`src/rtl/codec_cfg_sequencer.sv`:
```
// WM8731 codec configuration sequencer: walks a fixed register init table through an
// external I2C master with per-register NACK retry, then serves runtime single writes.
module codec_cfg_sequencer #(
  parameter logic [7:0] DEV_ADDR    = 8'h34,
  parameter int         WAIT_CYCLES = 1000,
  parameter int         MAX_RETRY   = 3
) (
  input  logic        sys_clk50MHz,
  input  logic        sys_rst,
  input  logic        cfg_start,
  input  logic        usr_req,
  input  logic [15:0] usr_word,
  output logic        usr_ack,
  output logic        i2c_go,
  output logic [23:0] i2c_word,
  input  logic        i2c_done,
  input  logic        i2c_nack,
  output logic        cfg_busy,
  output logic        cfg_done,
  output logic        cfg_err,
  output logic [3:0]  cfg_index
);

  localparam int RW = (MAX_RETRY > 0) ? $clog2(MAX_RETRY + 1) : 1;
  localparam int CW = (WAIT_CYCLES > 0) ? $clog2(WAIT_CYCLES + 1) : 1;
  localparam logic [3:0] LAST_IDX = 4'd10;

  typedef enum logic [3:0] {
    IDLE, LOAD, SEND, WAIT_DONE, CHECK, DELAY, READY, USR_SEND, USR_WAIT, ERROR
  } state_t;

  state_t        st;
  logic [RW-1:0] retry;
  logic [CW-1:0] cnt;
  logic          nack_q;

  function automatic logic [15:0] init_word(input logic [3:0] i);
    case (i)
      4'd0:    return 16'h1E00;
      4'd1:    return 16'h0017;
      4'd2:    return 16'h0217;
      4'd3:    return 16'h0479;
      4'd4:    return 16'h0679;
      4'd5:    return 16'h0812;
      4'd6:    return 16'h0A00;
      4'd7:    return 16'h0C00;
      4'd8:    return 16'h0E02;
      4'd9:    return 16'h1000;
      default: return 16'h1201;
    endcase
  endfunction

  always_ff @(posedge sys_clk50MHz) begin
    if (sys_rst) begin
      st        <= IDLE;
      retry     <= '0;
      cnt       <= '0;
      nack_q    <= 1'b0;
      i2c_go    <= 1'b0;
      i2c_word  <= '0;
      usr_ack   <= 1'b0;
      cfg_busy  <= 1'b0;
      cfg_done  <= 1'b0;
      cfg_err   <= 1'b0;
      cfg_index <= '0;
    end else begin
      i2c_go  <= 1'b0;
      usr_ack <= 1'b0;
      if (cfg_start && (st == IDLE || st == READY || st == ERROR)) begin
        // Full restart wins over a simultaneous runtime request.
        st        <= LOAD;
        cfg_index <= '0;
        retry     <= '0;
        cfg_busy  <= 1'b1;
        cfg_done  <= 1'b0;
        cfg_err   <= 1'b0;
      end else begin
        case (st)
          LOAD: begin
            i2c_word <= {DEV_ADDR, init_word(cfg_index)};
            i2c_go   <= 1'b1;
            st       <= SEND;
          end
          SEND: st <= WAIT_DONE;
          WAIT_DONE: if (i2c_done) begin
            nack_q <= i2c_nack;
            st     <= CHECK;
          end
          CHECK: begin
            if (nack_q) begin
              if (int'(retry) < MAX_RETRY) begin
                retry  <= retry + RW'(1);
                i2c_go <= 1'b1;
                st     <= SEND;
              end else begin
                st       <= ERROR;
                cfg_busy <= 1'b0;
                cfg_err  <= 1'b1;
              end
            end else if (cfg_index == '0) begin
              cnt <= CW'(WAIT_CYCLES);
              st  <= DELAY;
            end else if (cfg_index == LAST_IDX) begin
              st       <= READY;
              cfg_busy <= 1'b0;
              cfg_done <= 1'b1;
            end else begin
              cfg_index <= cfg_index + 4'd1;
              retry     <= '0;
              st        <= LOAD;
            end
          end
          DELAY: begin
            if (cnt == '0) begin
              cfg_index <= 4'd1;
              retry     <= '0;
              st        <= LOAD;
            end else begin
              cnt <= cnt - CW'(1);
            end
          end
          // usr_req is still high in the ack cycle; skip it so one request is one write.
          READY: if (usr_req && !usr_ack) begin
            i2c_word <= {DEV_ADDR, usr_word};
            i2c_go   <= 1'b1;
            cfg_busy <= 1'b1;
            cfg_done <= 1'b0;
            st       <= USR_SEND;
          end
          USR_SEND: st <= USR_WAIT;
          USR_WAIT: if (i2c_done) begin
            usr_ack  <= 1'b1;
            cfg_busy <= 1'b0;
            cfg_done <= 1'b1;
            if (i2c_nack) cfg_err <= 1'b1;
            st <= READY;
          end
          default: ;
        endcase
      end
    end
  end

endmodule
```
`config.mk`:
```
export PLATFORM = sky130hd
export DESIGN_NAME = codec_cfg_sequencer
export DESIGN_NICKNAME = d
export VERILOG_FILES = /design/src/rtl/codec_cfg_sequencer.sv
export SDC_FILE = /design/constraint.sdc
export NUM_CORES = 1
export LEC_CHECK = 0
export ABC_AREA = 1
export BUFFER_PORTS_ARGS = -buffer_cell sky130_fd_sc_hd__buf_2
export CELL_PAD_IN_SITES_DETAIL_PLACEMENT = 0
export CELL_PAD_IN_SITES_GLOBAL_PLACEMENT = 1
export CORE_MARGIN = 2
export CORE_UTILIZATION = 39
export DETAILED_ROUTE_END_ITERATION = 10
export MAX_ROUTING_LAYER = met4
export PLACE_DENSITY = 0.88
export SETUP_SLACK_MARGIN = 0.4
export SKIP_CTS_REPAIR_TIMING = 1
export SLEW_MARGIN = 10
export SYNTH_ARGS = -nofsm -noshare
export SYNTH_HDL_FRONTEND = slang
export SYNTH_SLANG_ARGS = --single-unit
```
`constraint.sdc`:
```
create_clock -name sys_clk50MHz -period 2.4 [get_ports sys_clk50MHz]
set_input_delay 0.24 -clock sys_clk50MHz [delete_from_list [all_inputs] [get_ports sys_clk50MHz]]
set_output_delay 0.24 -clock sys_clk50MHz [all_outputs]
set_load 0.005 [all_outputs]
```
==> results of run 1 <==
-- layout make-up --
class	count	area, µm²
flip-flops and latches	52	1060
fillers	716	3380
inverters	46	180
well taps	96	120
clock buffers	6	72.6
repair buffers	72	422
multi-input cells	294	1600
clock inverters	2	38.8
-- logic make-up (layout without fill, tap and decap cells) --
kind of cell             Yosys count  count (layout)  share of synthesized area (%)
AND/OR/NAND/NOR                  203             203                           31.9
flip-flops                        52              52                           37.4
AO/OA/AOI/OAI                     73              73                           15.2
adder cells (fa/ha/maj)           11              11                           4.94
XOR/XNOR                           2               2                          0.629
buffers and inverters             61             126                           9.84
other                              1               5                          0.135
-- worst max-delay path by stage --
stage	startpoint	to	slack, ns	depth (start not counted)
floorplan	cnt[0]$_SDFFE_PP0P_	flop	0.45	13
global placement	cfg_index[0]$_SDFFE_PP0N_	flop	0.36	13
detailed placement	cfg_index[0]$_SDFFE_PP0N_	flop	0.28	13
CTS	cfg_index[0]$_SDFFE_PP0N_	flop	0.25	13
global route	st[2]$_SDFFE_PP0P_	flop	0.36	12
finish	st[3]$_SDFFE_PP0P_	flop	0.46	12
-- power by group --
part / total (W) / switching [W] / leakage, nW / internal (W)
logic: 0.000518 / 0.000315 / 1.20 / 0.000203
registers: 0.000996 / 0.0000544 / 0.426 / 0.000942
clock network: 0.000604 / 0.000288 / 0.0558 / 0.000315
total: 0.00212 / 0.000658 / 1.68 / 0.00146
-- layout by cell type (no fill, tap or decap), types with 4 or more instances in the layout --
master    count
nand2_1     106
buf_2        49
dfxtp_1      45
inv_1        36
nor2_1       36
a21oi_1      26
nand3_1      23
buf_4        22
o21ai_0      19
a31oi_1      11
nand2_2       9
nand4_1       8
ha_1          7
inv_2         6
conb_1        5
clkbuf_8      5
nand3_4       4
o21ai_1       4
nor3_1        4
dfxtp_2       4
-- stage by stage --
step | std cells | power (W) | hold slack (ns) | setup slack, ns | cell area (µm²)
floorplan | 407 | 0.00134 | 0.379 | 0.449 | 2810
global placement | 544 | 0.00148 | 0.445 | 0.358 | 3120
detailed placement | 544 | 0.00148 | 0.451 | 0.280 | 3120
CTS | 552 | 0.00208 | 0.171 | 0.255 | 3240
global route | 568 | 0.00225 | 0.174 | 0.362 | 3490
finish | 568 | 0.00212 | 0.172 | 0.458 | 3490
-- tightest hold or removal path: cells and delay by family --
kind,cells,cell delay [ns]
and+or+nand+nor,1,0.05
AOI/OAI and AO/OA,1,0.05
buffers and inverters,1,0.10
-- metal layers --
| layer | up-vias | GRT usage (%) |
|---|---|---|
| met5 | - | - |
| met4 | 0 | 3.72 |
| met1 | 1265 | 27.3 |
| li1 | 1454 | - |
| met2 | 68 | 26.7 |
| met3 | 6 | 2.80 |
==> results.txt, run 1 <==
----------------------------------------------------
[Status]
  Outcome ... completed

[Timing]
  Number of hold violations in the final report ... 0
  Worst slew margin relative to its limit ... 65.1%
  Max Fclk ... 515 MHz
  Minimum clock period ... 1.94 ns
  Max-slew violations ... 0
  Final setup viols ... 0
  Slew at the pin closest to its max-slew limit ... 0.520 ns
  Clock Skews ... 0.0122 ns
  Fin crit share ... 80.9%
  Final sum of negative setup slack ... 0 ns
  RSZ-0062 raised after global routing ... true

[Global route]
  Vias in the first global route ... 2396
  Initial antenna violation count ... 0
  Largest net degree at the start of global routing ... 24
  Final global-route overflow total ... 0
  Global Route Usage Sum ... between 10% and 20%
  Wire length of the first global-routing pass ... 11200 µm

[Min path]
  Hold crit path type ... input port to flop
  Worst hold stages ... 3
  Worst hold start ... usr_word[14]
  Hold Crit Endpoint ... i2c_word[14]$_SDFFE_PP0P_

[Route]
  Post-route ant nets ... 0
  Drt drc ... 0
  Post-detailed-route via-to-cell ratio ... 4.92
  Highest metal layer with signal wires ... met4
  Routed met1 length ... 3490 µm
  Post-Route WL ... approximately 7100 µm
  Amount of wire on met3 after detailed routing ... between 300 and 400 µm
  Number of DRC markers after the initial detailed-route iteration ... 178
  First drt pass iteration count ... 4
  Drt wl/cell ... about 12 µm
  Number of vias in the routed layout ... 2793
  Total met2 wirelength after detailed routing ... 3210 µm

[Setup path]
  Arrival time reported for the critical path endpoint ... 2.15 ns
  Launching point of the worst reg2reg path ... st[3]$_SDFFE_PP0P_
  CP top delay family ... simple AND/OR/NAND/NOR gates
  Worst setup path class ... flop to flop
  Stage delay of the slowest cell on the critical path ... 0.36 ns
  Critical path's slowest cell ... dfxtp_2
  Endpoint required time on the critical path ... 2.60 ns
  Logic depth of the worst register-to-register path ... 12
  Endpoint class of the critical path ... flop
  Critical path fanouts, max ... 9
  Nature of the critical path startpoint ... flop
  Crit path buffers/inverters ... 4
  Series of cell instances along the critical path ... inv_1 > nand2_1 > nor2_4 > inv_4 > nand2_1 > nand3_2 > nand3_4 > buf_6 > inv_1 > ha_1 > nor2_1 > nor2_1
  Internal reg-to-reg setup slack ... 0.46 ns

[Final layout]
  Diode insertion count for antenna repair ... 0
  P&R area growth vs syn ... 25.2%
  Final core utilization ... 50.7%
  Share of final-layout standard cells stronger than drive strength 1 ... 27.1%
  Fin nets ... 504

[Run]
  Max-Cap Viols ... 0

[Synth]
  Netlist area before placement ... 2790 µm²
  Most numerous cell in the Yosys netlist ... nand2_1
  Leading area contributor after synthesis ... dfxtp_1
  Sequential element share of the synthesized area ... 37.4%
  Gate Count Post-Synth ... approximately 400
  Proportion of netlist area held by the largest area contributor ... between 30 and 40%
  Share of flip-flops with an asynchronous set or reset after synthesis ... 0%
  Top post-synthesis cells by count ... 111 x nand2_1, 52 x dfxtp_1, 40 x inv_1, 38 x nor2_1, 28 x nand3_1
  Synth area leaders ... dfxtp_1 37%, nand2_1 15%, inv_1 5.4%, nor2_1 5.1%, nand3_1 5.0%
  Most used flip-flop cell after synthesis ... dfxtp_1
  Mean instance size in the synthesized netlist ... 6.91 µm²
  Number of enable-type register cells in the synthesized netlist ... 0
  Number of unique standard cell types used by synthesis ... 39
  Count of synthesis-stage warnings from yosys ... 0
  Number of synthesized register bits ... 52

[Power]
  Maximum VDD drop ... 0.242 mV
  P per Cell Area ... 608 nW/µm²
  Leakage power figure ... between 1.5 and 2 nW

[Floorplan]
  Starting density of the core ... 40.5%
  Die boundary height ... 88.5 µm
  Total I/O pin count ... 55
  Die Footprint ... 7830 µm²
  Placeable core area ... 6870 µm²
  Cell Rows ... 30
  Chip width ... between 80 and 90 µm

[Clock network]
  CTS tree ... done
  Number of buffers on the longest clock path ... 2
  TritonCTS buffer count ... 5
  Clk_lat worst skew ... 0.31 ns
  TritonCTS Sinks ... 52
  Buffer type at the clock tree root ... clkbuf_8
  Post-CTS clock slew at the launch and capture registers of the worst setup and hold paths ... 0.10 ns
  H-tree levels ... 2

[Placement]
  Final GP Congestion ... a little under 0.9
  Port Buffer Count ... 49
  DP Wirelength ... 5260 µm

----------------------------------------------------
Power figures use the tool's default switching activity.
==> run 2, diff against run 1 <==
- CORE_UTILIZATION: 39 -> 35
- PLACE_DENSITY: 0.88 -> 0.84
- clock period: 2.4 -> 1.7 ns (I/O delays scaled with it)
==> results.txt, run 2 (synthesis results as in run 1) <==
----------------------------------------------------
[Floorplan]
  Total I/O pin count ... 55
  Chip width ... 93.2 µm
  Die boundary height ... 93.2 µm
  Cell Rows ... 32
  Die Footprint ... 8690 µm²
  Placeable core area ... 7730 µm²
  Starting density of the core ... 36.0%

[Clock network]
  Clk_lat worst skew ... 0.31 ns
  Number of buffers on the longest clock path ... 2
  H-tree levels ... 2
  TritonCTS Sinks ... 52
  Post-CTS clock slew at the launch and capture registers of the worst setup and hold paths ... around 0.11 ns
  CTS tree ... done
  TritonCTS buffer count ... 5
  Buffer type at the clock tree root ... clkbuf_8

[Power]
  Leakage power figure ... 2.03 nW
  Net Sw Frac ... between 30 and 40%
  Combinational share of power ... 33.6%
  Internal power ... ~0.0021 W
  Final total power ... 0.00328 W
  Maximum VDD drop ... between 0.3 and 0.4 mV
  P per Cell Area ... between 700 and 800 nW/µm²
  Sw Pwr ... 0.00113 W
  Share of total power in sequential cells ... 43.1%
  Clock share of power ... between 20% and 30%

[Status]
  Failing checks ... setup timing
  Outcome ... complete, but fails checks

[Route]
  Drt wl/cell ... 13.3 µm
  Number of vias in the routed layout ... 3071
  Post-route ant nets ... 0
  First drt pass iteration count ... 4
  Number of DRC markers after the initial detailed-route iteration ... 161
  Drt drc ... 0
  Post-detailed-route via-to-cell ratio ... 4.84
  Post-Route WL ... 8410 µm

[Global route]
  Largest net degree at the start of global routing ... 21
  Final global-route overflow total ... 0
  Vias in the first global route ... 2801
  Met1 usage ... 23.1%
  Wire length of the first global-routing pass ... between 10000 and 15000 µm
  Met3 Use GR ... 2.90%
  Global Route Usage Sum ... 18.6%
  GRT busiest layer ... met2
  Initial antenna violation count ... 0
  Met2 Track Usage GR ... 31.5%

[Final layout]
  Fin nets ... 565
  P&R area growth vs syn ... 51.1%
  Final core utilization ... 54.5%
  Final Non-Filler Cells ... ~640
  Most common cell after layout, fill and taps aside ... nand2_1
  Finished Cell Area ... 4210 µm²
  Diode insertion count for antenna repair ... 0
  Leading cell types in the layout, fill and taps excluded ... 98 x nand2_1, 73 x buf_4, 49 x buf_2
  Share of final-layout standard cells stronger than drive strength 1 ... 43.2%

[Setup path]
  Critical path's slowest cell ... dfxtp_2
  Cell occurring most often along the worst timing path ... nand2_1
  Endpoint required time on the critical path ... 1.95 ns
  Crit path buffers/inverters ... 2
  Worst setup path class ... flop to flop
  Arrival time reported for the critical path endpoint ... 2.08 ns
  CP top delay family ... simple AND/OR/NAND/NOR gates
  Nature of the critical path startpoint ... flop
  Stage delay of the slowest cell on the critical path ... 0.34 ns
  Internal reg-to-reg setup slack ... -0.13 ns
  Series of cell instances along the critical path ... inv_2 > nor2_4 > buf_4 > nand2_4 > nand3_4 > a21oi_4 > nand3_4 > ha_4 > nand2_4 > nand2_1 > nand2_1 > nand2_1
  Endpoint class of the critical path ... flop
  Critical path fanouts, max ... 7

[Timing]
  Final setup viols ... 20
  Worst Slack Setup Final ... -0.130 ns
  Max Fclk ... 547 MHz
  Max-slew violations ... 0
  Minimum clock period ... 1.83 ns
  Worst Hold Slack ... 0.103 ns
  Fin crit share ... 108%
  RSZ-0062 raised after global routing ... true
  Number of hold violations in the final report ... 0
  Clock Skews ... 0.00651 ns

[Min path]
  Hold crit path type ... input port to flop

[Placement]
  DP Wirelength ... 6180 µm
  Port Buffer Count ... 49
  Final GP Congestion ... 0.975
  Number of cells in the design after placement ... 610
  Total placed instance area ... 3760 µm²

[Run]
  Max-Cap Viols ... 0

----------------------------------------------------
==> run 2: path summary, 6_finish.rpt <==
kind,cells past startpoint,startpoint,to
worst max-delay path,12,st[2]$_SDFFE_PP0P_,flop
worst min-delay path,3,usr_word[14],i2c_word[14]$_SDFFE_PP0P_
worst max register to register,12,st[2]$_SDFFE_PP0P_,flop
worst min register to register,2,cfg_err$_SDFFE_PP0P_,cfg_err$_SDFFE_PP0P_
==> run 2: routing by layer <==
metal	up-vias	part of all wire [%]
met3	10	4.2
met2	75	49
met4	0	2.1
met5	-	0
met1	1420	44
li1	1566	-
==> run 2: area by class of cell <==
type / instances / area [µm²]
clock buffers: 5 / 68.8
flip-flops and latches: 52 / 1060
repair buffers: 130 / 892
clock inverters: 3 / 27.5
repair inverters: 2 / 15.0
multi-input cells: 295 / 1810
fillers: 717 / 3520
inverters: 46 / 200
well taps: 102 / 128
==> run 2: through the flow <==
step                      setup TNS, ns  setup WS (ns)
final                             -1.11         -0.130
after global routing              -3.95         -0.246
after CTS                        -0.987         -0.171
after detailed placement         -0.726         -0.156
after global placement           -0.463         -0.102
after floorplan                  -0.146        -0.0522
==> run 2: worst reg2reg max path: cells and delay by family (launching register included) <==
family | cells | cell delay, ns
AOI/OAI and AO/OA | 1 | 0.29
adders and majority gates | 1 | 0.32
buffers and inverters | 2 | 0.21
DFF | 1 | 0.34
and+or+nand+nor | 8 | 0.62
==> run 2: power by group through the flow <==
stage	registers [W]	clock network [W]	logic, W
finish	0.00141	0.000763	0.00110
global route	0.00142	0.000835	0.00120
CTS	0.00140	0.000790	0.000903
detailed placement	0.00143	0	0.000900
global placement	0.00143	0	0.000891
floorplan	0.00143	0	0.000520
==> run 3, diff against run 2 <==
- CORE_MARGIN: 2 -> 1
- TNS_END_PERCENT: not set -> 5
==> results.txt, run 3 (synthesis results as in run 1) <==
----------------------------------------------------
[Status]
  Outcome ... complete, but fails checks
  Failing checks ... setup timing

[Timing]
  Worst Slack Setup Final ... -0.116 ns
  Final sum of negative setup slack ... -0.678 ns
  Minimum clock period ... 1.82 ns
  Fin crit share ... 107%
  Final setup viols ... 14
  RSZ-0062 raised after global routing ... true
  Max Fclk ... approximately 550 MHz
  Max-slew violations ... 0
  Number of hold violations in the final report ... 0
  Worst Hold Slack ... 0.112 ns
  Clock Skews ... between 0.009 and 0.01 ns

[Route]
  Post-detailed-route via-to-cell ratio ... 4.71
  Number of vias in the routed layout ... slightly below 3000
  Drt drc ... 0
  First drt pass iteration count ... 5
  Number of DRC markers after the initial detailed-route iteration ... 150
  Post-route ant nets ... 0
  Drt wl/cell ... 12.4 µm
  Post-Route WL ... 7750 µm

[Run]
  Max-Cap Viols ... 0

[Setup path]
  Nature of the critical path startpoint ... flop
  Cell occurring most often along the worst timing path ... nand2_1
  Series of cell instances along the critical path ... inv_2 > nor2_4 > buf_4 > nand2_4 > nand3_4 > a21oi_4 > buf_12 > nand3_4 > ha_4 > nand2_2 > nand2_1 > nand2_1 > nand2_1
  CP top delay family ... simple AND/OR/NAND/NOR gates
  Endpoint required time on the critical path ... 1.95 ns
  Critical path fanouts, max ... 4
  Critical path's slowest cell ... dfxtp_2
  Crit path buffers/inverters ... 3
  Endpoint class of the critical path ... flop
  Worst setup path class ... flop to flop
  Stage delay of the slowest cell on the critical path ... 0.35 ns
  Arrival time reported for the critical path endpoint ... a little over 2 ns

[Global route]
  Initial antenna violation count ... 0
  Global Route Usage Sum ... 19.5%
  Final global-route overflow total ... 0
  Vias in the first global route ... 2772
  Largest net degree at the start of global routing ... 24
  Wire length of the first global-routing pass ... 12900 µm

[Floorplan]
  Starting density of the core ... 36.0%
  Total I/O pin count ... 55
  Cell Rows ... 32
  Die boundary height ... roughly 90 µm
  Chip width ... 91.2 µm
  Placeable core area ... 7730 µm²
  Die Footprint ... around 8300 µm²

[Power]
  Maximum VDD drop ... 0.395 mV
  Clock share of power ... 23.8%
  Net Sw Frac ... 32.1%
  Sw Pwr ... 0.000994 W
  Combinational share of power ... 31.0%
  P per Cell Area ... 779 nW/µm²
  Final total power ... between 0.003 and 0.004 W
  Share of total power in sequential cells ... between 40 and 50%
  Leakage power figure ... slightly below 2 nW
  Internal power ... 0.00210 W

[Clock network]
  TritonCTS Sinks ... 52
  Number of buffers on the longest clock path ... 2
  Clk_lat worst skew ... about 0.30 ns
  Post-CTS clock slew at the launch and capture registers of the worst setup and hold paths ... ~0.090 ns
  CTS tree ... done
  TritonCTS buffer count ... 5
  Buffer type at the clock tree root ... clkbuf_8
  H-tree levels ... 2

[Placement]
  Final GP Congestion ... roughly 0.96
  DP Wirelength ... between 6000 and 7000 µm
  Port Buffer Count ... 49

[Min path]
  Hold crit path type ... input port to flop

[Final layout]
  Count of filler cells inserted in the layout ... 779
  Most common cell after layout, fill and taps aside ... nand2_1
  Diode insertion count for antenna repair ... 0
  Leading cell types in the layout, fill and taps excluded ... 103 x nand2_1, 73 x buf_4, 49 x buf_2
  Share of final-layout standard cells stronger than drive strength 1 ... 37.7%
  P&R area growth vs syn ... 42.6%
  Fin nets ... around 560

----------------------------------------------------
## run 3: cell count changes in the layout (fill, tap and decap cells not counted), moves of 5 or more
cell / change
buf_6: -7
inv_1: +6
nand2_1: +5
nand2_4: -5
nor2_1: +7
nor2_4: -5
o21ai_0: +6
o21ai_1: -5
## run 3: cell type report
cell class / count / area [µm²] / area share, %
multi-input combinational: 294 / 1690 / 42.6
inverter: 46 / 184 / 4.63
sequential: 52 / 1060 / 26.7
timing repair buffer: 123 / 813 / 20.5
clock inverter: 1 / 6.26 / 0.157
clock buffer: 7 / 86.3 / 2.17
tap: 102 / 128 / 3.21
## run 3: per-stage QoR
stage	std cells	util [%]	setup WS, ns	instance area (µm²)
final	625	51.4	-0.116	3970
after global routing	625	51.4	-0.258	3970
after CTS	619	49.5	-0.167	3830
after floorplan	407	-	-0.0532	2950
after global placement	611	48.3	-0.0766	3730
after detailed placement	611	48.3	-0.128	3730
## run 3: power groups by stage
stage | Clock [W] | Combinational (W) | Sequential (W)
6_report | 0.000738 | 0.000958 | 0.00140
5_1_grt | 0.000818 | 0.00107 | 0.00142
4_1_cts | 0.000769 | 0.000870 | 0.00140
3_5_place_dp | 0 | 0.000868 | 0.00142
3_3_place_gp | 0 | 0.000866 | 0.00142
2_1_floorplan | 0 | 0.000501 | 0.00143
## run 3: worst register-to-register path: stages, from the launching register on
cell	delay, ns
dfxtp_2	0.35
inv_2	0.09
nor2_4	0.05
buf_4	0.13
nand2_4	0.06
nand3_4	0.09
a21oi_4	0.26
buf_12	0.15
nand3_4	0.10
ha_4	0.28
nand2_2	0.05
nand2_1	0.07
nand2_1	0.04
nand2_1	0.05
## run 3: routing by layer
metal / track usage [%] / share of wire, %
met2: 31.4 / 47
met5: - / 0
met3: 3.35 / 3.9
met1: 25.6 / 48
met4: 4.50 / 1.3
## run 3: path summary, 6_finish.rpt
kind | start | end | slack [ns] | cells past startpoint
worst max-delay path | st[2]$_SDFFE_PP0P_ | flop | -0.12 | 13
worst min-delay path | usr_word[15] | i2c_word[15]$_SDFFE_PP0P_ | 0.11 | 3
worst max register to register | st[2]$_SDFFE_PP0P_ | flop | -0.12 | 13
worst min register to register | cfg_err$_SDFFE_PP0P_ | cfg_err$_SDFFE_PP0P_ | 0.46 | 2
